[config.mk]
export PLATFORM = sky130hd
export DESIGN_NAME = oam_dma
export DESIGN_NICKNAME = d
export VERILOG_FILES = /design/src/rtl/gb_pkg.sv /design/src/rtl/oam_dma.sv
export SDC_FILE = /design/constraint.sdc
export NUM_CORES = 1
export LEC_CHECK = 0
export ABC_AREA = 1
export CAP_MARGIN = 20
export CORE_ASPECT_RATIO = 1.75
export CORE_MARGIN = 8
export CORE_UTILIZATION = 40
export CTS_CLUSTER_DIAMETER = 80
export DETAILED_ROUTE_END_ITERATION = 10
export GPL_TIMING_DRIVEN = 1
export PLACE_DENSITY_LB_ADDON = 0.25
export SETUP_SLACK_MARGIN = 0.1
export SYNTH_ARGS = -nofsm -noshare
export SYNTH_HDL_FRONTEND = slang
export SYNTH_SLANG_ARGS = --single-unit
export TNS_END_PERCENT = 1
[constraint.sdc]
create_clock -name clk -period 4.35 [get_ports clk]
set_input_delay 0.87 -clock clk [delete_from_list [all_inputs] [get_ports clk]]
set_output_delay 0.87 -clock clk [all_outputs]
set_load 0.01 [all_outputs]
[src/rtl/gb_pkg.sv]
// Shared Game Boy bus constants and the OAM DMA state encoding.
package gb_pkg;

  localparam logic [15:0] DMA_REG_ADDR = 16'hFF46;
  localparam int          OAM_LEN      = 160;
  localparam logic [7:0]  ECHO_MASK    = 8'hDF;

  typedef enum logic [1:0] {
    IDLE,
    START,
    XFER
  } dma_state_t;

  // Sources in the echo region (E0-FF) alias onto WRAM (C0-DF).
  function automatic logic [7:0] echo_map(input logic [7:0] src);
    return (src >= 8'hE0) ? (src & ECHO_MASK) : src;
  endfunction

endpackage

[src/rtl/oam_dma.sv]
// OAM DMA engine: copies LEN bytes from {FF46,8'h00} into OAM, one byte per cycle.
// Build option: define OAM_DMA_READBACK_EN to make FF46 readable; otherwise it reads 8'hFF.
module oam_dma
  import gb_pkg::*;
#(
  parameter int LEN = OAM_LEN
) (
  input  logic        clk,
  input  logic        reset_n,
  input  logic [15:0] cpu_addr,
  input  logic [7:0]  cpu_data_w,
  input  logic        cpu_write_enable,
  output logic [7:0]  cpu_data_r,
  output logic        cpu_data_active,
  output logic        busy,
  output logic [15:0] mem_addr,
  output logic        mem_active,
  input  logic [7:0]  mem_data_r,
  output logic [7:0]  oam_addr,
  output logic [7:0]  oam_data_w,
  output logic        oam_write_enable
);

  localparam logic [7:0] LAST = 8'(LEN - 1);

  dma_state_t  state_q, state_d;
  logic [7:0]  src_q, src_d;
  logic [7:0]  n_q, n_d;
  logic [15:0] mem_addr_q, mem_addr_d;
  logic        mem_active_q, mem_active_d;
  logic        busy_q, busy_d;
  logic        oam_we_q, oam_we_d;
  logic [7:0]  oam_addr_q, oam_addr_d;
  logic [7:0]  oam_data_q, oam_data_d;

  logic       trigger;
  logic [7:0] src_m;

  assign trigger         = cpu_write_enable && (cpu_addr == DMA_REG_ADDR);
  assign cpu_data_active = !cpu_write_enable && (cpu_addr == DMA_REG_ADDR);
  assign src_m           = echo_map(src_q);

`ifdef OAM_DMA_READBACK_EN
  assign cpu_data_r = src_q;
`else
  assign cpu_data_r = 8'hFF;
`endif

  always_comb begin
    // NOTE: every variable gets a default before the case; a path that leaves one unassigned infers a latch.
    state_d      = state_q;
    src_d        = src_q;
    n_d          = n_q;
    mem_addr_d   = mem_addr_q;
    mem_active_d = 1'b0;
    oam_we_d     = 1'b0;
    oam_addr_d   = oam_addr_q;
    oam_data_d   = oam_data_q;

    unique case (state_q)
      START: begin
        state_d      = XFER;
        n_d          = 8'h00;
        mem_active_d = 1'b1;
        mem_addr_d   = {src_m, 8'h00};
      end
      XFER: begin
        // Byte read this cycle is written to OAM next cycle, overlapping the next read.
        oam_we_d   = 1'b1;
        oam_addr_d = n_q;
        oam_data_d = mem_data_r;
        if (n_q == LAST) begin
          state_d = IDLE;
        end else begin
          n_d          = n_q + 8'd1;
          mem_active_d = 1'b1;
          mem_addr_d   = {src_m, n_q + 8'd1};
        end
      end
      default: ;
    endcase

    // A new trigger wins in every state and discards the old transfer's pending write.
    if (trigger) begin
      src_d        = cpu_data_w;
      state_d      = START;
      n_d          = 8'h00;
      mem_active_d = 1'b0;
      oam_we_d     = 1'b0;
    end

    busy_d = (state_d != IDLE) || oam_we_d;
  end

  // NOTE: state registers use non-blocking assignments so every flop samples pre-edge values.
  always_ff @(posedge clk) begin
    if (!reset_n) begin
      state_q      <= IDLE;
      src_q        <= 8'hFF;
      n_q          <= 8'h00;
      mem_addr_q   <= 16'h0000;
      mem_active_q <= 1'b0;
      busy_q       <= 1'b0;
      oam_we_q     <= 1'b0;
      oam_addr_q   <= 8'h00;
      oam_data_q   <= 8'h00;
    end else begin
      state_q      <= state_d;
      src_q        <= src_d;
      n_q          <= n_d;
      mem_addr_q   <= mem_addr_d;
      mem_active_q <= mem_active_d;
      busy_q       <= busy_d;
      oam_we_q     <= oam_we_d;
      oam_addr_q   <= oam_addr_d;
      oam_data_q   <= oam_data_d;
    end
  end

  assign busy             = busy_q;
  assign mem_addr         = mem_addr_q;
  assign mem_active       = mem_active_q;
  assign oam_addr         = oam_addr_q;
  assign oam_data_w       = oam_data_q;
  assign oam_write_enable = oam_we_q;

endmodule

After elaboration in Yosys (flattened, before gate mapping)
Cells that the tools add are included.

Add/subtract/negate cells: 1. Magnitude comparators: 1. Mux-type cells: 12. Reduce and logical (&&, ||, !) cells: 8. $mul: 0. Div/mod/pow operators: 0. Shift-type cells: 0. Bitwise logic cells: 1. Equal/unequal tests: 5.

Operators with widths (number): 16-bit case mux with 2 select lines (1); 16-bit == test (second input constant) (1); 16-bit 2-to-1 mux (1); 8-bit case mux with 2 select lines (1); 8-bit by 1-bit adder with 8-bit output (second input constant) (1); 8-bit == test (second input constant) (1); 8-bit greater-or-equal comparator (second input constant) (1); 8-bit 2-to-1 mux (1); 6-bit 2-to-1 mux (1); 2-bit 2-to-1 mux (2); 2-bit case mux with 2 select lines (1); 2-bit nonzero test (2); 1-bit 2-to-1 mux (3); 2-bit by 1-bit == test with 1-bit output (second input constant) (1); 2-bit == test (second input constant) (1); 1-bit logical AND (2); 2-bit != test (second input constant) (1); 1-bit case mux with 2 select lines (1); 2-bit AND reduction (1); 2-bit OR reduction (1); 1-bit zero test (1); 1-bit logical OR (1); 1-bit inverter (1).

Bits of input ports: 35. Register bits after elaboration: 53. Memories: 0. Bits in writable memories: 0. Memory bits (read-only): 0. Latch bits: 0. Output and inout port bits: 44. Word-level logic and storage cells: 37.

Depth between registers and ports, before layout
Gate-level depths: netlist (run 1).

Depth after elaboration: 6. Gate-level depth with buffers: 8. Mapped depth without buffers: 8.

Worst setup path after synthesis (run 1)
OpenSTA, ideal clock, no wires.

Path kind: input to output. Start: input cpu_addr[13]. End: output cpu_data_active. Stages on the path: 4. Path buffers: 0. Slack: 2067 ps. Required time: 3480 ps. Arrival: 1413 ps. Path through: nand2_1 nor4_1 nand3_1 nor2_1.

Longest elaborated chain between the ends: 2.

RTL lines: start: declaration (RTL line oam_dma.sv:10) `input logic [15:0] cpu_addr,`; 16-bit == test (RTL line oam_dma.sv:40) `assign cpu_data_active = !cpu_write_enable && (cpu_addr == DMA_REG_ADDR);`; 1-bit logical AND (RTL line oam_dma.sv:40); end: declaration (RTL line oam_dma.sv:14) `output logic cpu_data_active,`.

Every way passes these cells.

Worst setup path after layout (run 1)
Same ends and word-level chain as after synthesis.

==> results of run 1 <==
[layout by cell type, fill, tap and decap left out, drive strengths merged]
master and n:
a211oi 1, a21oi 29, buf 3, clkbuf 7
clkdlybuf4s50 70, clkinv 1, conb 8, dfxtp 53
ha 4, inv 22, nand2 46, nand3 47
nand4 13, nor2 33, nor4 3, o21ai 19
or2 1, xor2 1
[layer usage]
layer	vias to the layer above	track usage [%]	routed length (µm)
li1	1101	-	-
met1	976	13.9	2220
met2	61	26.3	3110
met3	6	3.44	342
met4	0	6.04	99
met5	-	0	0
[metrics by stage]
| step | total power, mW | hold WS, ns | utilization, % |
|---|---|---|---|
| 2_1_floorplan | 0.517 | 0.429 | - |
| 3_3_place_gp | 0.547 | 0.439 | 53.7 |
| 3_5_place_dp | 0.548 | 0.444 | 53.7 |
| 4_1_cts | 0.818 | 0.467 | 55.2 |
| 5_1_grt | 0.836 | 0.494 | 55.2 |
| 6_report | 0.811 | 0.462 | 55.2 |
[path summary, 6_finish.rpt]
path                                to  slack, ns  cells past startpoint             startpoint
max                    cpu_data_active       0.95                      6           cpu_addr[13]
min reg2reg      src_q[0]$_SDFFE_PN1P_       0.46                      2  src_q[0]$_SDFFE_PN1P_
max reg2reg  mem_addr[13]$_SDFFE_PN0P_       2.17                      9  state_q[0]$_SDFF_PN0_
min              src_q[0]$_SDFFE_PN1P_       0.46                      2  src_q[0]$_SDFFE_PN1P_
[worst max-delay path, delay by kind of cell]
family | cells | cell delay, ns
buffers and inverters | 2 | 1.03
and+or+nand+nor | 4 | 0.63
[area by class of cell]
cell class                 instances  area [µm²]  share of cell area (%)
sequential                        53        1060                    34.4
multi-input combinational        205        1030                    33.5
timing repair buffer              73         723                    23.4
tap                               76        95.1                    3.08
clock buffer                       7        86.3                    2.80
inverter                          23        86.3                    2.80
[state kept, by name, summed over array words and instances (netlist names)]
name and flops:
oam_write_enable 1, mem_active 1, mem_addr 16, busy 1, oam_addr 8, n_q 8, state_q 2, oam_data_w 8
src_q 8
[power by group through the flow]
| stage | combinational, mW | clock (mW) | sequential, mW |
|---|---|---|---|
| 6_report | 0.0517 | 0.275 | 0.485 |
| 5_1_grt | 0.0568 | 0.295 | 0.485 |
| 4_1_cts | 0.0517 | 0.282 | 0.485 |
| 3_5_place_dp | 0.0517 | 0 | 0.496 |
| 3_3_place_gp | 0.0509 | 0 | 0.496 |
| 2_1_floorplan | 0.0211 | 0 | 0.496 |
[logic make-up (layout without fill, tap and decap cells)]
family                     after synthesis  in the layout  share of synthesized area (%)
DFF                                     53             53                           46.0
xor gates and xnor gates                 1              1                          0.379
adders and majority gates                4              4                           2.17
AOI/OAI and AO/OA                       49             49                           11.2
and+or+nand+nor                        143            143                           29.6
other                                    1              8                          0.162
buffers and inverters                   46            103                           10.5
==> results.cfg, run 1 <==
[power]
ir_worst_vdd_mv = 0.120
p_int_uw = 641
p_sw_uw = 170
netSwitchingFraction_pct = 20.9
pwr-share-clk_pct = 33.9
pwr_density_cell_nw_per_um2 = 263
leakage_nw = 1.25
power_frac_comb_pct = 6.4
p_seq_share_pct = 59.8

[clock_tree]
cts-root-buf = clkbuf_8
clock_latency_ns = 0.30
cts.clk_slew.worst_paths_ns = 0.09
cts_hold_buf = 0
cts_sinks = 53
htreeDepth = 2
cts_tree = built
post_cts_resize_count = 0
cts_max_path_buffers = 2
post-cts-setup-buffer-count = 0
tritoncts.num_buffers = 5

[routing]
avgViaCountPerCell = 4.91
drt_wl_total_mm = 5.77
drc_errors = 0
wl_per_cell_um = 13.2
vias = 2144
detail-route-antenna-nets = 0
firstDrtPassIters = 4
drt_iter0_drc = 174

[synthesis]
synth_cells = 297
synth_warnings = 0
synth_commonest_cells = dfxtp_1, nand2_1, nand3_1, nor2_1, a21oi_1
synth_area_leaders = dfxtp_1, nand3_1, nand2_1, a21oi_1, nor2_1
synth_seq_area_share_pct = 46.0
async_flop_share_pct = 0
yosysUniqueCellTypes = 26
synth_most_common_cell = dfxtp_1
synth_area_um2 = 2310
ys.flop_type = dfxtp_1
avgSynthCellArea_um2 = 7.77
yosysTopAreaCell = dfxtp_1
synth_top_cell_area_share_pct = 46.0
ys_seq_elements = 53
synth_edf_count = 0

[global_routing]
gr-total-overflow = 0
grt_pass1_wl_mm = 9.45
grt_max_degree = 29
grt_pass1_vias = 2086
grtUsageTotal_pct = 14.0
antenna_found_initial = 0

[setup_path]
critPathMaxFanout = 2
path_class = in2out
required_ns = 3.48
worstPathArrival_ns = 2.53
critPathCaptureType = primary output
slowest_stage = clkdlybuf4s50_1
startpoint_type = input pin
crit_top_cell = clkdlybuf4s50_1
path_cells = clkdlybuf4s50_1, nand2_1, nor4_1, nand3_1, nor2_1, clkdlybuf4s50_1
max_stage_delay_ns = 0.55

[die]
rows = 36
die_w_um = 73.4
die_y_um = 116
dieArea_um2 = 8550
pin_count = 79
start_util_pct = 41.3
core_area_um2 = 5590

[placement]
place_area_um2 = 3000
dp_slack_ns = 0.934
globalplace.congestion = 0.804
io_buffers = 70
dp_cells = 430
hpwl_mm = 4.43

[job]
cap_viol_max_count = 0

[cells_and_area]
final_nets = 400
layout.cells.non_filler = 437
syn_to_final_growth_pct = 33.6
fillers = 542
diodes = 0
drive_gt1_share_pct = 5.54
postLayoutCellArea_um2 = 3080

[worst_hold_path]
min_path_type = reg2reg

[sta]
setup_viol = 0
hold_viol_final = 0
finalMaxSlewViolations = 0
finClkSkew_ns = 0.00257
final.min_clock_period_ns = 3.40
worst_slack_ns = 0.946
finalCritPeriodShare_pct = 78.2
max_freq_mhz = 294
finalSetupTns_ns = 0
rsz0062_at_grt = false
tightest_slew_ns = 0.680
relSlewSlack_pct = 54.5

[run_status]
status = complete, no violations
(Power assumes the default switching activity.)
==> run 2: changes to the inputs <==
==> constraint.sdc (replaced) <==
create_clock -name clk -period 3.15 [get_ports clk]
set_input_delay 0.63 -clock clk [delete_from_list [all_inputs] [get_ports clk]]
set_output_delay 0.63 -clock clk [all_outputs]
set_load 0.01 [all_outputs]
==> results.cfg, run 2 (synthesis results as in run 1) <==
[sta]
final.min_clock_period_ns = 2.85
setup_viol = 0
finalSetupTns_ns = 0
rsz0062_at_grt = false
finClkSkew_ns = 0.00631
tightest_slew_ns = 0.676
relSlewSlack_pct = 54.8
finalMaxSlewViolations = 0
max_freq_mhz = 350
hold_viol_final = 0
finalCritPeriodShare_pct = 90.6

[global_routing]
grt_max_degree = 29
grt_pass1_wl_mm = 9.40
grt_pass1_vias = 2085
grtUsageTotal_pct = 14.0
gr-total-overflow = 0
antenna_found_initial = 0

[setup_path]
startpoint_type = input pin
path_class = in2out
crit_top_cell = clkdlybuf4s50_1
worstPathArrival_ns = 2.22
cp_top_family = buffers and inverters
path_cells = clkdlybuf4s50_1, nand2_1, nor4_1, nand3_1, nor2_1, clkdlybuf4s50_1
r2r_slack_ns = 0.99
slowest_stage = clkdlybuf4s50_1
max_stage_delay_ns = 0.54
critPathBufInv = 2
rr_worst_depth = 9
required_ns = 2.52
r2r-end = mem_addr[13]$_SDFFE_PN0P_
r2r_start = state_q[0]$_SDFF_PN0_
critPathCaptureType = primary output
critPathMaxFanout = 2

[die]
start_util_pct = 41.3
pin_count = 79
dieArea_um2 = 8550
core_area_um2 = 5590
rows = 36
die_w_um = 73.4
die_y_um = 116

[run_status]
status = complete, no violations

[routing]
detail-route-antenna-nets = 0
drc_errors = 0
drt_wl_total_mm = 5.66
drt_iter0_drc = 194
wl_per_cell_um = 12.9
firstDrtPassIters = 4
vias = 2114
avgViaCountPerCell = 4.82

[cells_and_area]
final_cell_mix = clkdlybuf4s50_1, dfxtp_1, nand2_1
drive_gt1_share_pct = 6.06
syn_to_final_growth_pct = 35.0
fillers = 553
diodes = 0
largest_register_ff_count = 16
final_common_cell = clkdlybuf4s50_1
final_nets = 401

[power]
p_sw_uw = 247
netSwitchingFraction_pct = 20.6
pwr_density_cell_nw_per_um2 = 384
ir_worst_vdd_mv = 0.274
p_seq_share_pct = 55.9
power_frac_comb_pct = 6.0
finalPower_mw = 1.20
pwr-share-clk_pct = 38.1
p_int_uw = 950
leakage_nw = 1.27

[worst_hold_path]
worstHoldEndpoint = src_q[1]$_SDFFE_PN1P_
min_path_cells = 2
min_path_type = reg2reg
min_from = src_q[1]$_SDFFE_PN1P_

[clock_tree]
cts.clk_slew.worst_paths_ns = 0.09
cts_max_path_buffers = 2
post-cts-setup-buffer-count = 0
cts_sinks = 53
tritoncts.num_buffers = 5
post_cts_resize_count = 0
cts_hold_buf = 0
cts-root-buf = clkbuf_8
htreeDepth = 2
cts_tree = built
clock_latency_ns = 0.30

[job]
cap_viol_max_count = 0

[placement]
hpwl_mm = 4.43
globalplace.congestion = 0.790
io_buffers = 70
run 2: cell types whose count changed in the layout (fill, tap and decap cells not counted), sizes merged:
cell,previous run,this run
clkinv,1,2
clkbuf,7,6
buf,3,4
bufinv,0,1
run 2: power groups by stage:
stage	clock network [mW]	logic [mW]	registers, mW
after detailed placement	0	0.0724	0.685
after CTS	0.466	0.0723	0.669
after global routing	0.488	0.0799	0.670
after global placement	0	0.0715	0.685
final	0.456	0.0716	0.669
after floorplan	0	0.0291	0.685
run 2: cell type report:
cell class | instances | area [µm²] | share of cell area [%]
sequential | 53 | 1060 | 34.0
multi-input combinational | 205 | 1030 | 33.1
clock buffer | 6 | 72.6 | 2.33
inverter | 23 | 86.3 | 2.77
clock inverter | 2 | 38.8 | 1.24
timing repair buffer | 74 | 731 | 23.4
tap | 76 | 95.1 | 3.05
run 2: metal layers:
| metal | wire, µm | GRT usage [%] | up-vias |
|---|---|---|---|
| met1 | 2050 | 13.6 | 954 |
| li1 | - | - | 1102 |
| met3 | 380 | 3.78 | 5 |
| met2 | 3130 | 25.9 | 53 |
| met4 | 104 | 6.85 | 0 |
| met5 | 0 | 0 | - |
run 2: stage by stage:
step           setup WS, ns  util (%)  hold WS (ns)  instance area [µm²]  instances
2_1_floorplan          1.35         -         0.429                 2330        304
3_3_place_gp          0.277      53.8         0.438                 3010        431
3_5_place_dp          0.278      53.8         0.443                 3010        431
4_1_cts               0.272      55.8         0.468                 3120        439
5_1_grt               0.126      55.8         0.493                 3120        439
6_report              0.297      55.8         0.465                 3120        439
run 2: worst max-delay path by stage:
stage,from,end,slack [ns],cells after the start
2_1_floorplan,cpu_addr[13],cpu_data_active,1.35,4
3_3_place_gp,cpu_addr[13],cpu_data_active,0.28,6
3_5_place_dp,cpu_addr[13],cpu_data_active,0.28,6
4_1_cts,cpu_addr[13],cpu_data_active,0.27,6
5_1_grt,cpu_addr[13],cpu_data_active,0.13,6
6_report,cpu_addr[13],cpu_data_active,0.30,6
run 2: tightest hold or removal path, cell delays in order, from the launching register on:
cell and delay [ns]:
dfxtp_1 0.34, nand2_1 0.05, nand3_1 0.05
==> run 3: changes to the inputs <==
--- a/config.mk
+++ b/config.mk
@@ -7,8 +7,6 @@
 export LEC_CHECK = 0
 export ABC_AREA = 1
 export CAP_MARGIN = 20
-export CORE_ASPECT_RATIO = 1.75
-export CORE_MARGIN = 8
 export CORE_UTILIZATION = 40
 export CTS_CLUSTER_DIAMETER = 80
 export DETAILED_ROUTE_END_ITERATION = 10
==> results.cfg, run 3 (synthesis results as in run 1) <==
[sta]
finClkSkew_ns = 0.00504
finalMaxSlewViolations = 0
setup_viol = 0
finalSetupTns_ns = 0
hold_viol_final = 0
finalCritPeriodShare_pct = 91.5
tightest_slew_ns = 0.661
relSlewSlack_pct = 55.8
max_freq_mhz = 347
final.min_clock_period_ns = 2.88
rsz0062_at_grt = false

[routing]
vias = 2174
drt_wl_total_mm = 5.18
drc_errors = 0
drt_iter0_drc = 91
wl_per_cell_um = 11.9
detail-route-antenna-nets = 0
firstDrtPassIters = 4
avgViaCountPerCell = 5.01

[clock_tree]
htreeDepth = 2
cts.clk_slew.worst_paths_ns = 0.09
post-cts-setup-buffer-count = 0
post_cts_resize_count = 0
cts_sinks = 53
tritoncts.num_buffers = 5
cts_hold_buf = 0
clock_latency_ns = 0.30
cts_tree = built
cts_max_path_buffers = 2
cts-root-buf = clkbuf_8

[cells_and_area]
final_cell_mix = clkdlybuf4s50_1, dfxtp_1, nand2_1
drive_gt1_share_pct = 6.08
largest_register_ff_count = 16
final_nets = 400
final_common_cell = clkdlybuf4s50_1
multi_input_area_um2 = 1030
syn_to_final_growth_pct = 34.9
diodes = 0
fillers = 531
register_area_um2 = 1060
postLayoutCellArea_um2 = 3110

[die]
die_w_um = 78.0
core_area_um2 = 5540
rows = 27
start_util_pct = 41.7
die_y_um = 78.0
pin_count = 79
dieArea_um2 = 6080

[power]
leakage_nw = 1.26
ir_worst_vdd_mv = 0.161
finalPower_mw = 1.22
pwr_density_cell_nw_per_um2 = 392

[setup_path]
path_cells = clkdlybuf4s50_1, nand2_1, nor4_1, nand3_1, nor2_1, clkdlybuf4s50_1
required_ns = 2.52
r2r-end = mem_addr[13]$_SDFFE_PN0P_
cp_top_family = buffers and inverters
max_stage_delay_ns = 0.55
worstPathArrival_ns = 2.25
slowest_stage = clkdlybuf4s50_1
rr_worst_depth = 8
path_class = in2out
critPathBufInv = 2
r2r_slack_ns = 1.26
critPathCaptureType = primary output
r2r_start = state_q[0]$_SDFF_PN0_
critPathMaxFanout = 2
crit_top_cell = clkdlybuf4s50_1
startpoint_type = input pin

[worst_hold_path]
min_path_cells = 2
worstHoldEndpoint = src_q[0]$_SDFFE_PN1P_
min_path_type = reg2reg
min_from = src_q[0]$_SDFFE_PN1P_

[placement]
place_area_um2 = 2990
hpwl_mm = 3.73
io_buffers = 70
globalplace.congestion = 0.751

[run_status]
status = complete, no violations

[global_routing]
gr-total-overflow = 0
grt_max_degree = 28
antenna_found_initial = 0
grtUsageTotal_pct = 18.3
grt_pass1_wl_mm = 9.02
grt_pass1_vias = 2007

[job]
cap_viol_max_count = 0
## run 3: cell types whose count changed in the layout (fill, tap and decap cells not counted), sizes merged
cell / change
buf: -1
clkinv: -1
clkinvlp: +1
## run 3: worst max path at each step
stage | from | endpoint | slack [ns] | cells past startpoint
floorplan | cpu_addr[13] | cpu_data_active | 1.35 | 4
detailed placement | cpu_addr[13] | cpu_data_active | 0.27 | 6
global route | cpu_addr[13] | cpu_data_active | 0.18 | 6
global placement | cpu_addr[13] | cpu_data_active | 0.28 | 6
CTS | cpu_addr[15] | cpu_data_active | 0.27 | 6
finish | cpu_addr[13] | cpu_data_active | 0.27 | 6
## run 3: metal layers
metal | track usage (%) | part of all wire [%]
met3 | 4.00 | 6.4
met4 | 5.00 | 1.3
met5 | 0 | 0
met1 | 22.6 | 46
met2 | 32.1 | 46
## run 3: power breakdown
part | total [mW] | switching [mW] | internal, mW
Sequential | 0.669 | 0.00000154 | 0.669
Clock | 0.480 | 0.221 | 0.258
Combinational | 0.0706 | 0.0292 | 0.0414
## run 3: final cells by class
cell class | count | area share (%)
well taps | 72 | 2.89
multi-input cells | 205 | 33.2
flip-flops and latches | 53 | 34.1
clock inverters | 2 | 1.21
inverters | 23 | 2.77
repair buffers | 73 | 23.2
clock buffers | 6 | 2.65
## run 3: stage by stage
stage / hold slack, ns / utilization (%) / setup slack [ns] / instances
floorplan: 0.429 / - / 1.35 / 304
global placement: 0.445 / 54.0 / 0.278 / 426
detailed placement: 0.449 / 54.0 / 0.269 / 426
CTS: 0.470 / 56.2 / 0.270 / 434
global route: 0.500 / 56.2 / 0.181 / 434
finish: 0.465 / 56.2 / 0.268 / 434
## run 3: worst min-delay path, delay by kind of cell, from the launching register on
kind / cells / cell delay [ns]
flip-flops: 1 / 0.33
AND/OR/NAND/NOR: 2 / 0.10
